==> src/rtl/gpu_text_renderer.sv <==
// gpu_text_renderer: VGA text-mode scan-out with font ROM lookup,
// 2-stage pixel pipeline and blinking block cursor.
module gpu_text_renderer #(
   parameter int H_VISIBLE    = 640,
   parameter int H_FRONT      = 16,
   parameter int H_SYNC       = 96,
   parameter int H_BACK       = 48,
   parameter int V_VISIBLE    = 480,
   parameter int V_FRONT      = 10,
   parameter int V_SYNC       = 2,
   parameter int V_BACK       = 33,
   parameter int COLS         = 80,
   parameter int ROWS         = 30,
   parameter int ADDR_WIDTH   = 12,
   parameter int BLINK_FRAMES = 30
) (
   input  logic                  CLOCK_150,
   input  logic                  reset_n,
   input  logic                  pixel_ce,
   output logic [ADDR_WIDTH-1:0] text_address,
   input  logic [7:0]            text_data,
   output logic [11:0]           font_address,
   input  logic [7:0]            font_data,
   input  logic [ADDR_WIDTH-1:0] cursor_address,
   input  logic                  cursor_enable,
   output logic                  hsync,
   output logic                  vsync,
   output logic                  video_active,
   output logic                  pixel_on,
   output logic                  frame_start
);

   localparam int H_TOTAL = H_VISIBLE + H_FRONT + H_SYNC + H_BACK;
   localparam int V_TOTAL = V_VISIBLE + V_FRONT + V_SYNC + V_BACK;

   localparam logic [9:0] H_LAST  = 10'(H_TOTAL - 1);
   localparam logic [9:0] V_LAST  = 10'(V_TOTAL - 1);
   localparam logic [9:0] H_VIS   = 10'(H_VISIBLE);
   localparam logic [9:0] V_VIS   = 10'(V_VISIBLE);
   localparam logic [9:0] HS_LO   = 10'(H_VISIBLE + H_FRONT);
   localparam logic [9:0] HS_HI   = 10'(H_VISIBLE + H_FRONT + H_SYNC - 1);
   localparam logic [9:0] VS_LO   = 10'(V_VISIBLE + V_FRONT);
   localparam logic [9:0] VS_HI   = 10'(V_VISIBLE + V_FRONT + V_SYNC - 1);
   localparam logic [9:0] V_TEXT_LAST = 10'(ROWS * 16 - 1);

   localparam int FW = (BLINK_FRAMES > 1) ? $clog2(BLINK_FRAMES) : 1;
   localparam logic [FW-1:0] F_LAST = FW'(BLINK_FRAMES - 1);

   typedef struct packed {
      logic [7:0] chr;
      logic [3:0] row;
      logic [2:0] xb;
      logic       act;
      logic       hs;
      logic       vs;
      logic       hit;
      logic       first;
   } s1_t;

   logic [9:0]            h_count;
   logic [9:0]            v_count;
   logic [ADDR_WIDTH-1:0] row_base;
   logic [FW-1:0]         frame_cnt;
   logic                  blink_phase;
   logic                  visible;
   logic                  h_wrap;
   logic                  v_wrap;
   logic                  row_step;
   s1_t                   s1;

   assign visible  = (h_count < H_VIS) && (v_count < V_VIS);
   assign h_wrap   = (h_count == H_LAST);
   assign v_wrap   = h_wrap && (v_count == V_LAST);
   // next line starts a new character row still inside the text area
   assign row_step = h_wrap && (v_count < V_TEXT_LAST) &&
                     (v_count[3:0] == 4'hf);

   assign text_address = visible ?
      row_base + ADDR_WIDTH'(h_count[9:3]) : '0;
   assign font_address = {s1.chr, s1.row};

   always_ff @(posedge CLOCK_150 or negedge reset_n) begin
      if (!reset_n) begin
         h_count     <= '0;
         v_count     <= '0;
         row_base    <= '0;
         frame_cnt   <= '0;
         blink_phase <= 1'b0;
      end else if (pixel_ce) begin
         h_count <= h_wrap ? '0 : h_count + 10'd1;
         if (h_wrap)
            v_count <= v_wrap ? '0 : v_count + 10'd1;
         if (v_wrap)
            row_base <= '0;
         else if (row_step)
            row_base <= row_base + ADDR_WIDTH'(COLS);
         if (v_wrap) begin
            if (frame_cnt == F_LAST) begin
               frame_cnt   <= '0;
               blink_phase <= ~blink_phase;
            end else begin
               frame_cnt <= frame_cnt + FW'(1);
            end
         end
      end
   end

   always_ff @(posedge CLOCK_150 or negedge reset_n) begin
      if (!reset_n) begin
         s1 <= '{chr: '0, row: '0, xb: '0, act: 1'b0,
                 hs: 1'b1, vs: 1'b1, hit: 1'b0, first: 1'b0};
      end else if (pixel_ce) begin
         s1.chr   <= text_data;
         s1.row   <= v_count[3:0];
         s1.xb    <= h_count[2:0];
         s1.act   <= visible;
         s1.hs    <= !((h_count >= HS_LO) && (h_count <= HS_HI));
         s1.vs    <= !((v_count >= VS_LO) && (v_count <= VS_HI));
         s1.hit   <= cursor_enable && blink_phase &&
                     (text_address == cursor_address);
         s1.first <= (h_count == 10'd0) && (v_count == 10'd0);
      end
   end

   always_ff @(posedge CLOCK_150 or negedge reset_n) begin
      if (!reset_n) begin
         hsync        <= 1'b1;
         vsync        <= 1'b1;
         video_active <= 1'b0;
         pixel_on     <= 1'b0;
         frame_start  <= 1'b0;
      end else if (pixel_ce) begin
         hsync        <= s1.hs;
         vsync        <= s1.vs;
         video_active <= s1.act;
         pixel_on     <= s1.act && (font_data[3'd7 - s1.xb] ^ s1.hit);
         frame_start  <= s1.first;
      end else begin
         frame_start  <= 1'b0;
      end
   end

endmodule

==> config.mk <==
export PLATFORM = sky130hd
export DESIGN_NAME = gpu_text_renderer
export DESIGN_NICKNAME = d
export VERILOG_FILES = /design/src/rtl/gpu_text_renderer.sv
export SDC_FILE = /design/constraint.sdc
export NUM_CORES = 1
export LEC_CHECK = 0
export BUFFER_PORTS_ARGS = -buffer_cell sky130_fd_sc_hd__buf_2
export CAP_MARGIN = 0
export CORE_MARGIN = 2
export CORE_UTILIZATION = 25
export CTS_BUF_LIST = sky130_fd_sc_hd__clkbuf_4 sky130_fd_sc_hd__clkbuf_8
export DETAILED_ROUTE_END_ITERATION = 10
export GPL_TIMING_DRIVEN = 0
export MAX_ROUTING_LAYER = met4
export SLEW_MARGIN = 20
export SYNTH_ARGS = -nofsm -noshare
export SYNTH_HDL_FRONTEND = slang
export SYNTH_SLANG_ARGS = --single-unit
==> constraint.sdc <==
create_clock -name CLOCK_150 -period 7.6 [get_ports CLOCK_150]
set_clock_uncertainty 0.15 [all_clocks]
set_input_delay 0.76 -clock CLOCK_150 [delete_from_list [all_inputs] [get_ports CLOCK_150]]
set_output_delay 0.76 -clock CLOCK_150 [all_outputs]
set_load 0.02 [all_outputs]
==> impl_metrics.ini, run 1 <==
[status]
status = finished, final reports clean

[sta]
rsz0062_at_grt = no
tns_ns = 0
finalSetupViolations = 0
hold_ws_ns = 0.3328
final.period_utilization = 0.4625
slew_violations = 0
max_clock_freq_ghz = 0.2845
fin_crit_ns = 3.515
hold_viol_final = 0
max_slew_margin = 0.4887
tightest_slew_ns = 0.7669

[worst_setup_path]
crit_required_ns = 6.69
cp_cell_sequence = ha_1 > a211oi_1 > nor2_1 > a21oi_1 > and2_1 > buf_2
crit_path_start_kind = flop
crit_fanout = 9
arrival_ns = 2.60
crit_type = flop to primary output
r2r_end = s1[1]
endpoint_kind = primary output
rrSetupSlack_ns = 4.60
reg2reg_from = h_count[8]
cp_slowest_cell = a211oi_1
slowest_delay_ns = 0.55
r2r_cells = 7
critPathCapture = text_address[7]
startpoint = h_count[8]

[global_route]
grt_max_degree = 60
grt_use_total = 0.1157
grt_pass1_vias = 2696
grt_pass1_wl_um = 13120
antenna_found_initial = 0
overflow = 0

[logic_synthesis]
ys.flop_type = dfrtp_1
syn_nets = 389
synth_area_leader_cell = dfrtp_1
synth_edf_count = 0
syn_inst = 347
synth_cell_types = 57
syn_area_sq_um = 3455
synth.most_common_cell = dfrtp_1
syn_avg_cell_area_sq_um = 9.956
synth_common_cells = 55 x dfrtp_1, 36 x nor2_1, 25 x nand2_1
async_reset_ff_frac = 1.000
yosys_warnings = 0
synth_area_leaders = dfrtp_1 40%, mux2_2 6.8%, xnor2_1 4.3%
synth-seq-cells = 59
yosysTopAreaCellShare = 0.3984
synth-seq-area-share = 0.4288

[routing]
drt-total-wl_um = 7733
postRouteAntennaNets = 0
viasPerCell = 4.587
drtIter0Drc = 112
firstDrtPassIters = 4
routedWlPerCell_um = 12.93
vias = 2743
drcViolationCount = 0

[die]
initial_core_util = 0.2588
die_x_um = 121.6
dieArea_sq_um = 14770
die_h_um = 121.6
rows = 42
core-area_sq_um = 13350
ios = 61

[cts]
clk_pin_slew_worst_paths_ns = 0.07
post_cts_buffers = 0
clockBufferDepth = 2
cts_tree = built
post_cts_resized = 0
cts.htree.levels = 3
clock_latency_ns = 0.35
clock-sinks = 59
cts_hold_buf = 0
cts_root_buf = clkbuf_8
cts_buffers = 9

[min_path]
min_path_type = input port to asynchronous set/reset pin

[power]
leakagePower_nw = 1.883
ir_drop_mv = 0.1240
power_density_nw_per_um2 = 199.9

[placed_design]
gp_congestion = 0.8201
place_hpwl_um = 5736
port_buffers = 59

[cells_and_area]
nFillCells = 1428
n_antenna_cell = 0
drive_gt1_frac = 0.3223
area_delta_synth_final_pct = 20.79
fin_nets = 459

[flow_run]
maxCapViolCount = 0
[routing by layer]
| metal | routed length (um) | part of all wire | track usage |
|---|---|---|---|
| met5 | 0 | 0 | - |
| met4 | 141 | 0.018 | 0.04167 |
| met1 | 3819 | 0.49 | 0.1500 |
| met3 | 339 | 0.044 | 0.02996 |
| met2 | 3433 | 0.44 | 0.1752 |
[metrics by stage]
step | total power, mW | worst slack (ns) | cell area [sq um] | std cells | utilization
floorplan | 0.4933 | 4.670 | 3455 | 347 | -
global route | 0.8838 | 3.875 | 4173 | 598 | 0.3126
detailed placement | 0.5499 | 4.481 | 3973 | 582 | 0.2976
CTS | 0.8474 | 4.087 | 4173 | 598 | 0.3126
finish | 0.8341 | 4.085 | 4173 | 598 | 0.3126
global placement | 0.5455 | 4.496 | 3970 | 582 | 0.2974
[cells by family (layout without fill, tap and decap cells)]
logic type / after synthesis / count (layout) / synth area share
simple gates: 122 / 122 / 0.1851
flops: 59 / 59 / 0.4288
compound gates: 58 / 58 / 0.1163
buf+inv: 42 / 117 / 0.06338
xor+xnor: 30 / 30 / 0.08004
mux: 26 / 26 / 0.09019
fa+ha+maj: 10 / 10 / 0.03622
[state kept, by name (all words and copies together), names as in the netlist]
| signal | cells |
|---|---|
| font_address | 12 |
| h_count | 10 |
| v_count | 10 |
| row_base | 8 |
| s1 | 8 |
| frame_cnt | 5 |
| blink_phase | 1 |
| frame_start | 1 |
| hsync | 1 |
| pixel_on | 1 |
| video_active | 1 |
| vsync | 1 |
[how the worst min path moves through the flow]
stage                       from      endpoint  slack (ns)  depth (start not counted)
floorplan           frame_cnt[4]  frame_cnt[4]        0.29                          1
global placement    frame_cnt[4]  frame_cnt[4]        0.31                          1
detailed placement  frame_cnt[4]  frame_cnt[4]        0.33                          1
CTS                 frame_cnt[4]  frame_cnt[4]        0.34                          1
global route               s1[0]   frame_start        0.37                          1
finish                   reset_n  row_base[10]        0.33                          1
[where the power goes]
part	switching (mW)	total (mW)	internal (mW)
Sequential	0.0143	0.356	0.342
Combinational	0.106	0.186	0.0797
Clock	0.139	0.292	0.153
Total	0.259	0.834	0.575
[cells in the final DEF (no fill, tap or decap), types with 4 or more instances in the layout]
cell type / netlist / routed
and2_1: 4 / 4
a21oi_1: 9 / 9
buf_2: 10 / 68
nand2_1: 25 / 25
mux2_2: 21 / 21
nor2_1: 36 / 36
dfstp_2: 4 / 4
and3_1: 7 / 7
clkbuf_8: 0 / 9
xnor2_1: 17 / 17
xor2_1: 12 / 12
inv_1: 12 / 12
o21ai_0: 23 / 23
dfrtp_1: 55 / 55
nand3_1: 14 / 14
nand4_1: 6 / 6
buf_4: 13 / 14
clkbuf_1: 4 / 4
ha_1: 10 / 10
nor3_1: 6 / 6
[cell type report]
cell class | instances | area [sq um] | share of cell area
buffer | 30 | 173.9 | 0.04168
clock buffer | 9 | 123.9 | 0.02969
clock inverter | 7 | 76.32 | 0.01829
inverter | 12 | 45.04 | 0.01079
multi-input combinational | 246 | 1754 | 0.4204
sequential | 59 | 1481 | 0.3550
tap | 176 | 220.2 | 0.05277
timing repair buffer | 59 | 297.8 | 0.07136
[critical path, delay by kind of cell (launching register included)]
kind / cells / cell delay (ns)
adder cells (fa/ha/maj): 1 / 0.38
flip-flops: 1 / 0.49
AO/OA/AOI/OAI: 2 / 0.83
AND/OR/NAND/NOR: 2 / 0.40
buffers and inverters: 1 / 0.15
Note: power is estimated with default switching activity, not from simulation.
==> run 2, diff against run 1 <==
--- a/config.mk
+++ b/config.mk
@@ -5,6 +5,7 @@
 export SDC_FILE = /design/constraint.sdc
 export NUM_CORES = 1
 export LEC_CHECK = 0
+export ABC_AREA = 1
 export BUFFER_PORTS_ARGS = -buffer_cell sky130_fd_sc_hd__buf_2
 export CAP_MARGIN = 0
 export CORE_MARGIN = 2
==> constraint.sdc (replaced) <==
create_clock -name CLOCK_150 -period 3.5 [get_ports CLOCK_150]
set_clock_uncertainty 0.15 [all_clocks]
set_input_delay 0.35 -clock CLOCK_150 [delete_from_list [all_inputs] [get_ports CLOCK_150]]
set_output_delay 0.35 -clock CLOCK_150 [all_outputs]
set_load 0.02 [all_outputs]
==> impl_metrics.ini, run 2 <==
[die]
die_x_um = 125.1
rows = 44
core-area_sq_um = 14420
initial_core_util = 0.2542
die_h_um = 125.1
ios = 61
dieArea_sq_um = 15650

[global_route]
overflow = 0
grt_use_total = 0.1223
grt_pass1_vias = 3224
grt_max_degree = 60
antenna_found_initial = 0
grt_pass1_wl_um = 15180

[cells_and_area]
largest_reg_flops = 12
final_area_sq_um = 4402
drive_gt1_frac = 0.1922
area_delta_synth_final_pct = 20.07
fin_nets = 630
n_antenna_cell = 0
final_common_cell = nand2_1
mostFrequentLayoutCells = 147 x nand2_1, 71 x inv_1, 64 x buf_2

[worst_setup_path]
cp_cell_sequence = ha_1 > nand2_1 > nand2_1 > nand2_1 > nand2_1 > nor2_1 > nand2_1 > inv_1 > buf_2
cp_slowest_cell = dfrtp_1
arrival_ns = 1.99
slowest_delay_ns = 0.47
crit_type = flop to primary output
crit_path_start_kind = flop
crit_family = simple AND/OR/NAND/NOR gates
critPathMostFrequentCell = nand2_1
endpoint_kind = primary output
crit_required_ns = 3.00
crit_buf_inv = 2
crit_fanout = 7

[logic_synthesis]
syn_nets = 558
synth_xor_area_frac = 0.03106
synth_fa_ha_area_frac = 0.03413
synth-seq-cells = 59
synth_cell_types = 37
yosys.area_share.simple = 0.3263
synth_top_family_by_area = simple AND/OR/NAND/NOR gates
synthMuxAreaShare = 0
syn_area_sq_um = 3666
async_reset_ff_frac = 1.000
synth_common_cells = 147 x nand2_1, 71 x inv_1, 55 x dfrtp_1
synth_compound_area_frac = 0.08464
synth_area_leader_cell = dfrtp_1
syn_avg_cell_area_sq_um = 7.105
yosys_warnings = 0
synth.most_common_cell = nand2_1
syn_inst = 516
synth_area_leaders = dfrtp_1 38%, nand2_1 15%, inv_1 7.3%
synth_edf_count = 0
yosysTopAreaCellShare = 0.3754
ys.flop_type = dfrtp_1
synth-seq-area-share = 0.4041

[routing]
postRouteAntennaNets = 0
routedWlPerCell_um = 11.69
vias = 3456
drt-total-wl_um = 9080
viasPerCell = 4.448
firstDrtPassIters = 5
drcViolationCount = 0
drtIter0Drc = 182

[sta]
max_slew_margin = 0.4895
slew_violations = 0
hold_ws_ns = 0.05691
max_clock_freq_ghz = 0.4014
finalSetupViolations = 0
fin_ws_ns = 1.009
final.period_utilization = 0.7118
tns_ns = 0
rsz0062_at_grt = no
fin_crit_ns = 2.491
hold_viol_final = 0
tightest_slew_ns = 0.7657

[placed_design]
port_buffers = 60
placed_area_sq_um = 4199
post-place-ws_ns = 1.375
place_hpwl_um = 6839
gp_congestion = 0.8191

[cts]
post_cts_resized = 0
cts_root_buf = clkbuf_8
cts_buffers = 9
clk_pin_slew_worst_paths_ns = 0.07
clock_latency_ns = 0.34
cts.htree.levels = 3
cts_tree = built
clock-sinks = 59
clockBufferDepth = 2

[power]
ir_drop_mv = 0.1540
leakagePower_nw = 2.395
power_density_nw_per_um2 = 529.9

[min_path]
min_path_type = input port to flop

[flow_run]
maxCapViolCount = 0

[status]
status = finished, final reports clean
[run 2: cell count changes after synthesis, moves of 9 or more]
cell / delta
inv_1: +59
o21ai_1: +10
nand3_1: +30
mux2_2: -21
nor2_1: +12
xnor2_1: -16
nand4_1: +9
nand2_1: +122
[run 2: metal layers]
metal	GRT usage	vias to the layer above	wire length [um]
met5	-	-	0
met4	0.04314	0	157
met3	0.02824	15	450
met2	0.1953	75	4290
met1	0.1523	1590	4182
li1	-	1776	-
[run 2: worst min-delay path: stages]
cell	delay, ns
buf_2	0.08
nand2_1	0.04
nand2_1	0.05
[run 2: kinds of logic (layout without fill, tap and decap cells)]
kind of cell               Yosys count  in the layout
AOI/OAI and AO/OA                   55             55
xor gates and xnor gates            13             13
adders and majority gates           10             10
buffers and inverters              102            179
DFF                                 59             59
and+or+nand+nor                    277            277
[run 2: final timing paths]
check / from / endpoint / slack [ns] / cells past startpoint
hold reg to reg: vsync / vsync / 0.31 / 2
hold / removal: text_data[0] / font_address[4] / 0.06 / 3
setup reg to reg: v_count[5] / s1[1] / 1.36 / 12
setup / recovery: h_count[8] / text_address[9] / 1.01 / 9
min in group asynchronous: reset_n / font_address[11] / 0.47 / 2
max in group asynchronous: reset_n / h_count[7] / 2.22 / 2
[run 2: timing repair]
item	CTS	global route
buffers inserted	0	0
hold buffers	1	0
endpoints found under the setup margin	0	0
hold endpoints to repair	55	0
[run 2: final cells by class]
type / instances / area [sq um]
Fill cell: 1566 / 10020
Multi-Input combinational cell: 355 / 1745
Sequential cell: 59 / 1481
Timing Repair Buffer: 61 / 312.8
Inverter: 77 / 289.0
Tap cell: 184 / 230.2
Buffer: 25 / 150.1
Clock buffer: 11 / 138.9
Clock inverter: 5 / 53.80
[run 2: per-stage QoR]
stage / util / instances / power [mW]
after detailed placement: 0.2911 / 760 / 1.730
after floorplan: - / 516 / 1.462
after global placement: 0.2909 / 760 / 1.726
final: 0.3052 / 777 / 2.333
after global routing: 0.3052 / 777 / 2.502
after CTS: 0.3052 / 777 / 2.360
[run 2: where the power goes]
group	switching (mW)	internal, mW
Sequential	0.0941	0.770
Clock	0.273	0.342
Combinational	0.556	0.298
